==> src/rtl/volatility_rd_ctrl_if.sv <==
// ---------------------------------------------------------------------------
// volatility_rd_ctrl_if
// Bundles the signals between the volatility read controller, the buffer
// write stream, the buffer RAM read port and the request/result side.
//
// Signals (names follow the controller's port list):
//   i_wr_valid / i_wr_stock_id      write-stream observation (fill tracking)
//   i_req / i_req_stock_id          single-cycle window read request
//   o_busy                          sweep in progress
//   o_rd_en / o_rd_addr / i_rd_data RAM read port, 1-cycle read latency
//   o_done / o_count / o_sum /
//   o_sum_sq                        window results, valid on o_done
//
// Modports:
//   slave  - the controller itself
//   master - the environment around it (writer, RAM, requester)
// ---------------------------------------------------------------------------
interface volatility_rd_ctrl_if #(
    parameter int NUM_STOCKS  = 4,
    parameter int BUFFER_SIZE = 20,
    parameter int DATA_WIDTH  = 32
);
    localparam int SW = (NUM_STOCKS > 1) ? $clog2(NUM_STOCKS) : 1;
    localparam int AW = $clog2(NUM_STOCKS * BUFFER_SIZE);
    localparam int CW = $clog2(BUFFER_SIZE + 1);

    logic                      i_wr_valid;
    logic [SW-1:0]             i_wr_stock_id;
    logic                      i_req;
    logic [SW-1:0]             i_req_stock_id;
    logic                      o_busy;
    logic                      o_rd_en;
    logic [AW-1:0]             o_rd_addr;
    logic [DATA_WIDTH-1:0]     i_rd_data;
    logic                      o_done;
    logic [CW-1:0]             o_count;
    logic [DATA_WIDTH+CW-1:0]  o_sum;
    logic [2*DATA_WIDTH+CW-1:0] o_sum_sq;

    modport slave (
        input  i_wr_valid, i_wr_stock_id, i_req, i_req_stock_id, i_rd_data,
        output o_busy, o_rd_en, o_rd_addr, o_done, o_count, o_sum, o_sum_sq
    );

    modport master (
        output i_wr_valid, i_wr_stock_id, i_req, i_req_stock_id, i_rd_data,
        input  o_busy, o_rd_en, o_rd_addr, o_done, o_count, o_sum, o_sum_sq
    );
endinterface

==> src/rtl/volatility_rd_ctrl.sv <==
// ---------------------------------------------------------------------------
// volatility_rd_ctrl
// Read-side controller for the per-stock volatility buffer. Counts valid
// samples per stock by watching the write stream, and on request sweeps
// offsets 0..fill-1 of that stock's region through a 1-cycle-latency RAM
// port, accumulating sum and sum of squares for the variance stage.
//
// Ports:
//   i_clk      clock, all logic on posedge
//   i_reset_n  synchronous active-low reset
//   bus        volatility_rd_ctrl_if.slave (write observation, request,
//              RAM read port, results)
// ---------------------------------------------------------------------------
module volatility_rd_ctrl #(
    parameter int NUM_STOCKS  = 4,
    parameter int BUFFER_SIZE = 20,
    parameter int DATA_WIDTH  = 32
) (
    input  logic                 i_clk,
    input  logic                 i_reset_n,
    volatility_rd_ctrl_if.slave  bus
);
    localparam int SW    = (NUM_STOCKS > 1) ? $clog2(NUM_STOCKS) : 1;
    localparam int AW    = $clog2(NUM_STOCKS * BUFFER_SIZE);
    localparam int CW    = $clog2(BUFFER_SIZE + 1);
    localparam int SUM_W = DATA_WIDTH + CW;
    localparam int SQ_W  = 2 * DATA_WIDTH + CW;

    typedef enum logic [1:0] {
        ST_IDLE,
        ST_READ,
        ST_DRAIN,
        ST_DONE
    } state_t;

    // ------------------------------------------------------------------
    // Fill tracking: fill_d holds each stock's count including this
    // cycle's write, so a request snapshot sees a same-cycle write.
    // ------------------------------------------------------------------
    logic [CW-1:0] fill_d [NUM_STOCKS];

    generate
        for (genvar gi = 0; gi < NUM_STOCKS; gi++) begin : gen_fill
            logic [CW-1:0] cnt_q;
            logic [CW-1:0] cnt_d;
            logic          hit;

            assign hit   = bus.i_wr_valid && (bus.i_wr_stock_id == SW'(gi));
            assign cnt_d = (hit && (cnt_q != CW'(BUFFER_SIZE))) ? cnt_q + CW'(1) : cnt_q;

            always_ff @(posedge i_clk) begin
                if (!i_reset_n) begin
                    cnt_q <= '0;
                end else begin
                    cnt_q <= cnt_d;
                end
            end

            assign fill_d[gi] = cnt_d;
        end
    endgenerate

    // ------------------------------------------------------------------
    // Request snapshot. The id is widened by one bit so the range check
    // stays meaningful when NUM_STOCKS is a power of two.
    // ------------------------------------------------------------------
    logic [SW:0]   req_id_ext;
    logic          req_id_ok;
    logic [CW-1:0] n_snap;
    logic [AW-1:0] base_snap;

    assign req_id_ext = {1'b0, bus.i_req_stock_id};
    assign req_id_ok  = (req_id_ext < (SW+1)'(NUM_STOCKS));
    assign n_snap     = req_id_ok ? fill_d[bus.i_req_stock_id] : '0;
    assign base_snap  = AW'(BUFFER_SIZE) * AW'(bus.i_req_stock_id);

    // ------------------------------------------------------------------
    // Accumulation datapath. data_vld_q marks the cycle after a read
    // strobe, i.e. when i_rd_data carries a sample of the window.
    // ------------------------------------------------------------------
    logic                      data_vld_q;
    logic [SUM_W-1:0]          acc_sum_q;
    logic [SUM_W-1:0]          acc_sum_d;
    logic [SQ_W-1:0]           acc_sq_q;
    logic [SQ_W-1:0]           acc_sq_d;
    logic [2*DATA_WIDTH-1:0]   data_ext;
    logic [2*DATA_WIDTH-1:0]   data_sq;

    assign data_ext  = {{DATA_WIDTH{1'b0}}, bus.i_rd_data};
    assign data_sq   = data_ext * data_ext;
    assign acc_sum_d = acc_sum_q + (data_vld_q ? SUM_W'(bus.i_rd_data) : '0);
    assign acc_sq_d  = acc_sq_q + (data_vld_q ? SQ_W'(data_sq) : '0);

    // ------------------------------------------------------------------
    // Sweep FSM with registered outputs
    // ------------------------------------------------------------------
    state_t            state_q;
    logic [CW-1:0]     n_q;
    logic [CW-1:0]     k_q;        // offset of the next address to issue
    logic              busy_q;
    logic              rd_en_q;
    logic [AW-1:0]     rd_addr_q;
    logic              done_q;
    logic [CW-1:0]     count_q;
    logic [SUM_W-1:0]  sum_q;
    logic [SQ_W-1:0]   sum_sq_q;

    always_ff @(posedge i_clk) begin
        if (!i_reset_n) begin
            state_q    <= ST_IDLE;
            n_q        <= '0;
            k_q        <= '0;
            busy_q     <= 1'b0;
            rd_en_q    <= 1'b0;
            rd_addr_q  <= '0;
            done_q     <= 1'b0;
            count_q    <= '0;
            sum_q      <= '0;
            sum_sq_q   <= '0;
            data_vld_q <= 1'b0;
            acc_sum_q  <= '0;
            acc_sq_q   <= '0;
        end else begin
            data_vld_q <= rd_en_q;
            acc_sum_q  <= acc_sum_d;
            acc_sq_q   <= acc_sq_d;
            done_q     <= 1'b0;

            case (state_q)
                ST_IDLE: begin
                    if (bus.i_req) begin
                        acc_sum_q <= '0;
                        acc_sq_q  <= '0;
                        busy_q    <= 1'b1;
                        if (n_snap == '0) begin
                            // Empty or invalid stock: report immediately
                            n_q      <= '0;
                            done_q   <= 1'b1;
                            count_q  <= '0;
                            sum_q    <= '0;
                            sum_sq_q <= '0;
                            state_q  <= ST_DONE;
                        end else begin
                            n_q       <= n_snap;
                            k_q       <= CW'(1);
                            rd_en_q   <= 1'b1;
                            rd_addr_q <= base_snap;
                            state_q   <= ST_READ;
                        end
                    end
                end
                ST_READ: begin
                    if (k_q == n_q) begin
                        rd_en_q <= 1'b0;
                        state_q <= ST_DRAIN;
                    end else begin
                        rd_addr_q <= rd_addr_q + AW'(1);
                        k_q       <= k_q + CW'(1);
                    end
                end
                ST_DRAIN: begin
                    // Last data beat arrives now; publish including it
                    done_q   <= 1'b1;
                    count_q  <= n_q;
                    sum_q    <= acc_sum_d;
                    sum_sq_q <= acc_sq_d;
                    state_q  <= ST_DONE;
                end
                ST_DONE: begin
                    busy_q  <= 1'b0;
                    state_q <= ST_IDLE;
                end
                default: begin
                    state_q <= ST_IDLE;
                end
            endcase
        end
    end

    assign bus.o_busy    = busy_q;
    assign bus.o_rd_en   = rd_en_q;
    assign bus.o_rd_addr = rd_addr_q;
    assign bus.o_done    = done_q;
    assign bus.o_count   = count_q;
    assign bus.o_sum     = sum_q;
    assign bus.o_sum_sq  = sum_sq_q;
endmodule

==> src/flat_wrapper.sv <==
// flat-port wrapper written by rule: the top's interface ports become plain ports
module volatility_rd_ctrl_flat 
#(
    parameter int NUM_STOCKS  = 4,
    parameter int BUFFER_SIZE = 20,
    parameter int DATA_WIDTH  = 32
)
  (i_clk, i_reset_n, bus_i_wr_valid, bus_i_wr_stock_id, bus_i_req, bus_i_req_stock_id, bus_i_rd_data, bus_o_busy, bus_o_rd_en, bus_o_rd_addr, bus_o_done, bus_o_count, bus_o_sum, bus_o_sum_sq);
  volatility_rd_ctrl_if #(.NUM_STOCKS(NUM_STOCKS), .BUFFER_SIZE(BUFFER_SIZE), .DATA_WIDTH(DATA_WIDTH)) bus_i ();
  input  logic i_clk;
  input  logic i_reset_n;
  input wire logic [$bits(bus_i.i_wr_valid)-1:0] bus_i_wr_valid;
  input wire logic [$bits(bus_i.i_wr_stock_id)-1:0] bus_i_wr_stock_id;
  input wire logic [$bits(bus_i.i_req)-1:0] bus_i_req;
  input wire logic [$bits(bus_i.i_req_stock_id)-1:0] bus_i_req_stock_id;
  input wire logic [$bits(bus_i.i_rd_data)-1:0] bus_i_rd_data;
  output wire logic [$bits(bus_i.o_busy)-1:0] bus_o_busy;
  output wire logic [$bits(bus_i.o_rd_en)-1:0] bus_o_rd_en;
  output wire logic [$bits(bus_i.o_rd_addr)-1:0] bus_o_rd_addr;
  output wire logic [$bits(bus_i.o_done)-1:0] bus_o_done;
  output wire logic [$bits(bus_i.o_count)-1:0] bus_o_count;
  output wire logic [$bits(bus_i.o_sum)-1:0] bus_o_sum;
  output wire logic [$bits(bus_i.o_sum_sq)-1:0] bus_o_sum_sq;
  assign bus_i.i_wr_valid = bus_i_wr_valid;
  assign bus_i.i_wr_stock_id = bus_i_wr_stock_id;
  assign bus_i.i_req = bus_i_req;
  assign bus_i.i_req_stock_id = bus_i_req_stock_id;
  assign bus_i.i_rd_data = bus_i_rd_data;
  assign bus_o_busy = bus_i.o_busy;
  assign bus_o_rd_en = bus_i.o_rd_en;
  assign bus_o_rd_addr = bus_i.o_rd_addr;
  assign bus_o_done = bus_i.o_done;
  assign bus_o_count = bus_i.o_count;
  assign bus_o_sum = bus_i.o_sum;
  assign bus_o_sum_sq = bus_i.o_sum_sq;
  volatility_rd_ctrl #(.NUM_STOCKS(NUM_STOCKS), .BUFFER_SIZE(BUFFER_SIZE), .DATA_WIDTH(DATA_WIDTH)) u_core (.i_clk(i_clk), .i_reset_n(i_reset_n), .bus(bus_i));
endmodule
==> config.mk <==
export PLATFORM = sky130hd
export DESIGN_NAME = volatility_rd_ctrl_flat
export DESIGN_NICKNAME = d
export VERILOG_FILES = /design/src/rtl/volatility_rd_ctrl_if.sv /design/src/rtl/volatility_rd_ctrl.sv /design/src/flat_wrapper.sv
export SDC_FILE = /design/constraint.sdc
export NUM_CORES = 2
export LEC_CHECK = 0
export CAP_MARGIN = 10
export CORE_MARGIN = 2
export CORE_UTILIZATION = 50
export CTS_CLUSTER_DIAMETER = 30
export DETAILED_ROUTE_END_ITERATION = 10
export GPL_TIMING_DRIVEN = 0
export PLACE_DENSITY_LB_ADDON = 0.25
export SLEW_MARGIN = 20
export SYNTH_ARGS = -nofsm -noshare
export SYNTH_HDL_FRONTEND = slang
export SYNTH_SLANG_ARGS = --single-unit
export TNS_END_PERCENT = 20
==> constraint.sdc <==
create_clock -name i_clk -period 11.9 [get_ports i_clk]
set_input_delay 2.38 -clock i_clk [delete_from_list [all_inputs] [get_ports i_clk]]
set_output_delay 2.38 -clock i_clk [all_outputs]
set_load 0.05 [all_outputs]
==> results.toml <==
[clock_tree]
cts_tree = "built"
htree_levels = 2
cts_made_buffers = 53
ctsHoldBuffers = 0
cts_root_buffer = "clkbuf_16"
clk_pin_slew_worst_paths_ps = 50
clockBufferDepth = 3
clock-sinks = 260
insertion_delay_ps = 580

[worst_setup_path]
critPathRequiredTime_ps = 12360
worstSetupPathType = "primary input to flip-flop"
critPathArrivalTime_ps = 12390
cp_slowest_cell = "fa_2"
path_buf_inv = 7
cpMostUsedCell = "fa_1"
rr_startpoint = "u_core.data_vld_q"
endpoint_kind = "flip-flop"
critPathMaxStageDelay_ps = 610
startpoint = "bus_i_rd_data[17]"
crit_family = "adder cells"
critical_path.max_fanout = 8
start_kind = "primary input"

[cells_and_area]
nets = 6415
drive_above_1_share = 0.110
fillers = 7495
area_growth_pct = 18.7
final_cells = 6392

[global_route]
grt_max_degree = 15
first_global_vias = 36829
overflow = 0
grt_pass1_wl_mm = 218
track_usage = 0.322
antenna_found_initial = 6

[detailed_routing]
wire_per_inst_microns = 22.4
wl_mm = 143
drtPass1Iterations = 6
ant_nets = 0
first_iter_violations = 2975
drc = 0
vias_per_cell = 5.55
vias = 35483

[floorplan]
core_sq_um = 86600
rows = 108
io_pins = 161
chipWidth_microns = 300
start_util = 0.504
die_h_microns = 300
die_area_sq_um = 89700

[sta]
fmax_mhz = 83.8
rsz0062_at_grt = "true"
maxSlewViolCount = 0
finalCriticalPeriod_ps = 11930
finalSetupViolations = 2
clock_skew_ps = 47.3
setup_ws_ps = -30.3
fin_hold_ws_ps = 450
hold_viol_final = 0
period_share = 1.00
worstMarginPinSlew_ps = 909
maxSlewHeadroom = 0.394

[synthesis]
synthArstFlopShare = 0
synth_ff_type = "dfxtp_1"
syn_area_per_cell_sq_um = 8.92
ys_ff_latch = 260
synth_top_cells_by_count = "1024 x inv_1, 802 x fa_1, 452 x nand2_1"
yosysTopAreaCell = "fa_1"
synth_cell_types = 87
syn_nets = 6124
yosysTopAreaCellShare = 0.368
ys_top_cells_by_area = "fa_1 37%, dfxtp_1 12%, ha_1 11%"
synth_area_sq_um = 43700
synth_most_common_cell = "inv_1"
synth_edf_count = 0
ys_seq_area_frac = 0.119
synth_cells = 4897
yosysWarningCount = 0

[min_path]
hp-class = "flip-flop to flip-flop"
min_from = "u_core.bus.o_sum_sq[28]"

[placement]
port_buffers = 151
hpwl_mm = 113
dp.cells = 6203
post-place-ws_ps = -3200
place_congestion = 0.981

[flow_run]
max_cap_violations = 0

[run_status]
violations = "setup timing"
outcome = "complete, but fails checks"
-- layout by cell type, fill, tap and decap left out, types with 17 or more instances in the layout --
cell,instances
o31a_1,18
a21oi_1,170
o21ai_1,18
fa_2,26
and3_1,29
nor3_1,28
fa_1,776
buf_2,23
a22oi_1,22
a21o_1,122
clkbuf_1,83
clkbuf_16,100
xnor2_1,99
nand3_1,63
inv_1,1002
nand4_1,50
a21oi_2,19
dfxtp_1,260
and2_1,296
buf_4,103
clkbuf_8,29
xor2_1,89
nor2_1,239
o21a_1,20
ha_4,19
nand2b_1,19
nand2_1,440
a211oi_1,18
nor2b_1,71
and2_4,17
clkdlybuf4s50_1,127
ha_1,355
o21bai_1,20
o21ai_0,102
a31oi_1,21
-- sequential cells by signal, indices dropped and copies added, names as in the netlist, 2 cells and up --
signal	flops
u_core.k_q	5
u_core.gen_fill.cnt_q	20
u_core.bus.o_sum_sq	69
u_core.bus.o_count	5
u_core.bus.o_sum	37
u_core.n_q	5
u_core.acc_sq_q	69
u_core.acc_sum_q	37
u_core.bus.o_rd_addr	7
u_core.state_q	2
-- per-stage QoR --
stage           util  cell area [sq um]  TNS [ps]
6_report       0.599              51800     -32.0
5_1_grt        0.598              51800     -3160
4_1_cts        0.591              51200     -2.00
3_5_place_dp   0.539              46700   -178490
3_3_place_gp   0.539              46700   -178040
2_1_floorplan      -              43700         0
-- logic make-up after synthesis --
family | count (synthesis) | share of synthesized area
buffers and inverters | 1249 | 0.109
AO/OA/AOI/OAI | 666 | 0.101
multiplexers | 15 | 0.00490
AND/OR/NAND/NOR | 1327 | 0.149
adder cells (fa/ha/maj) | 1187 | 0.478
XOR/XNOR | 193 | 0.0387
flip-flops | 260 | 0.119
-- area by class of cell --
cell class              count  area [sq um]  share of cell area
diodes                      7          17.5            0.000338
plain buffers             207          2240              0.0432
clock buffers              60          1400              0.0271
clock inverters            37           609              0.0118
inverters                1024          3870              0.0747
multi-input cells        3388         34600               0.668
flip-flops and latches    260          5200               0.100
well taps                1155          1450              0.0279
repair buffers            254          2440              0.0471
-- final timing paths --
path / to / slack, ps / depth (start not counted)
min: u_core.bus.o_sum_sq[28] / 450 / 2
min reg2reg: u_core.bus.o_sum_sq[28] / 450 / 2
max: u_core.bus.o_sum_sq[63] / -30 / 40
max reg2reg: u_core.bus.o_sum_sq[48] / 6480 / 17
-- routing by layer --
metal	routed length, microns	track usage
met1	56900	0.430
met2	64800	0.505
met3	14100	0.0749
met4	7050	0.132
met5	44	0
-- tightest hold or removal path, delay by kind of cell, from the launching register on --
| family | cells | cell delay [ps] |
|---|---|---|
| DFF | 1 | 300 |
| AOI/OAI and AO/OA | 1 | 50 |
| and+or+nand+nor | 1 | 50 |
-- what timing repair did --
action,4_1_cts,5_1_grt
gates resized for setup,570,119
setup buffers,76,27
endpoints found under the setup margin,90,46
pin swaps,94,82
Power is left out: the tool's default activity adds up to more than one toggle a clock period on the data nets, which glitch-free logic cannot reach.
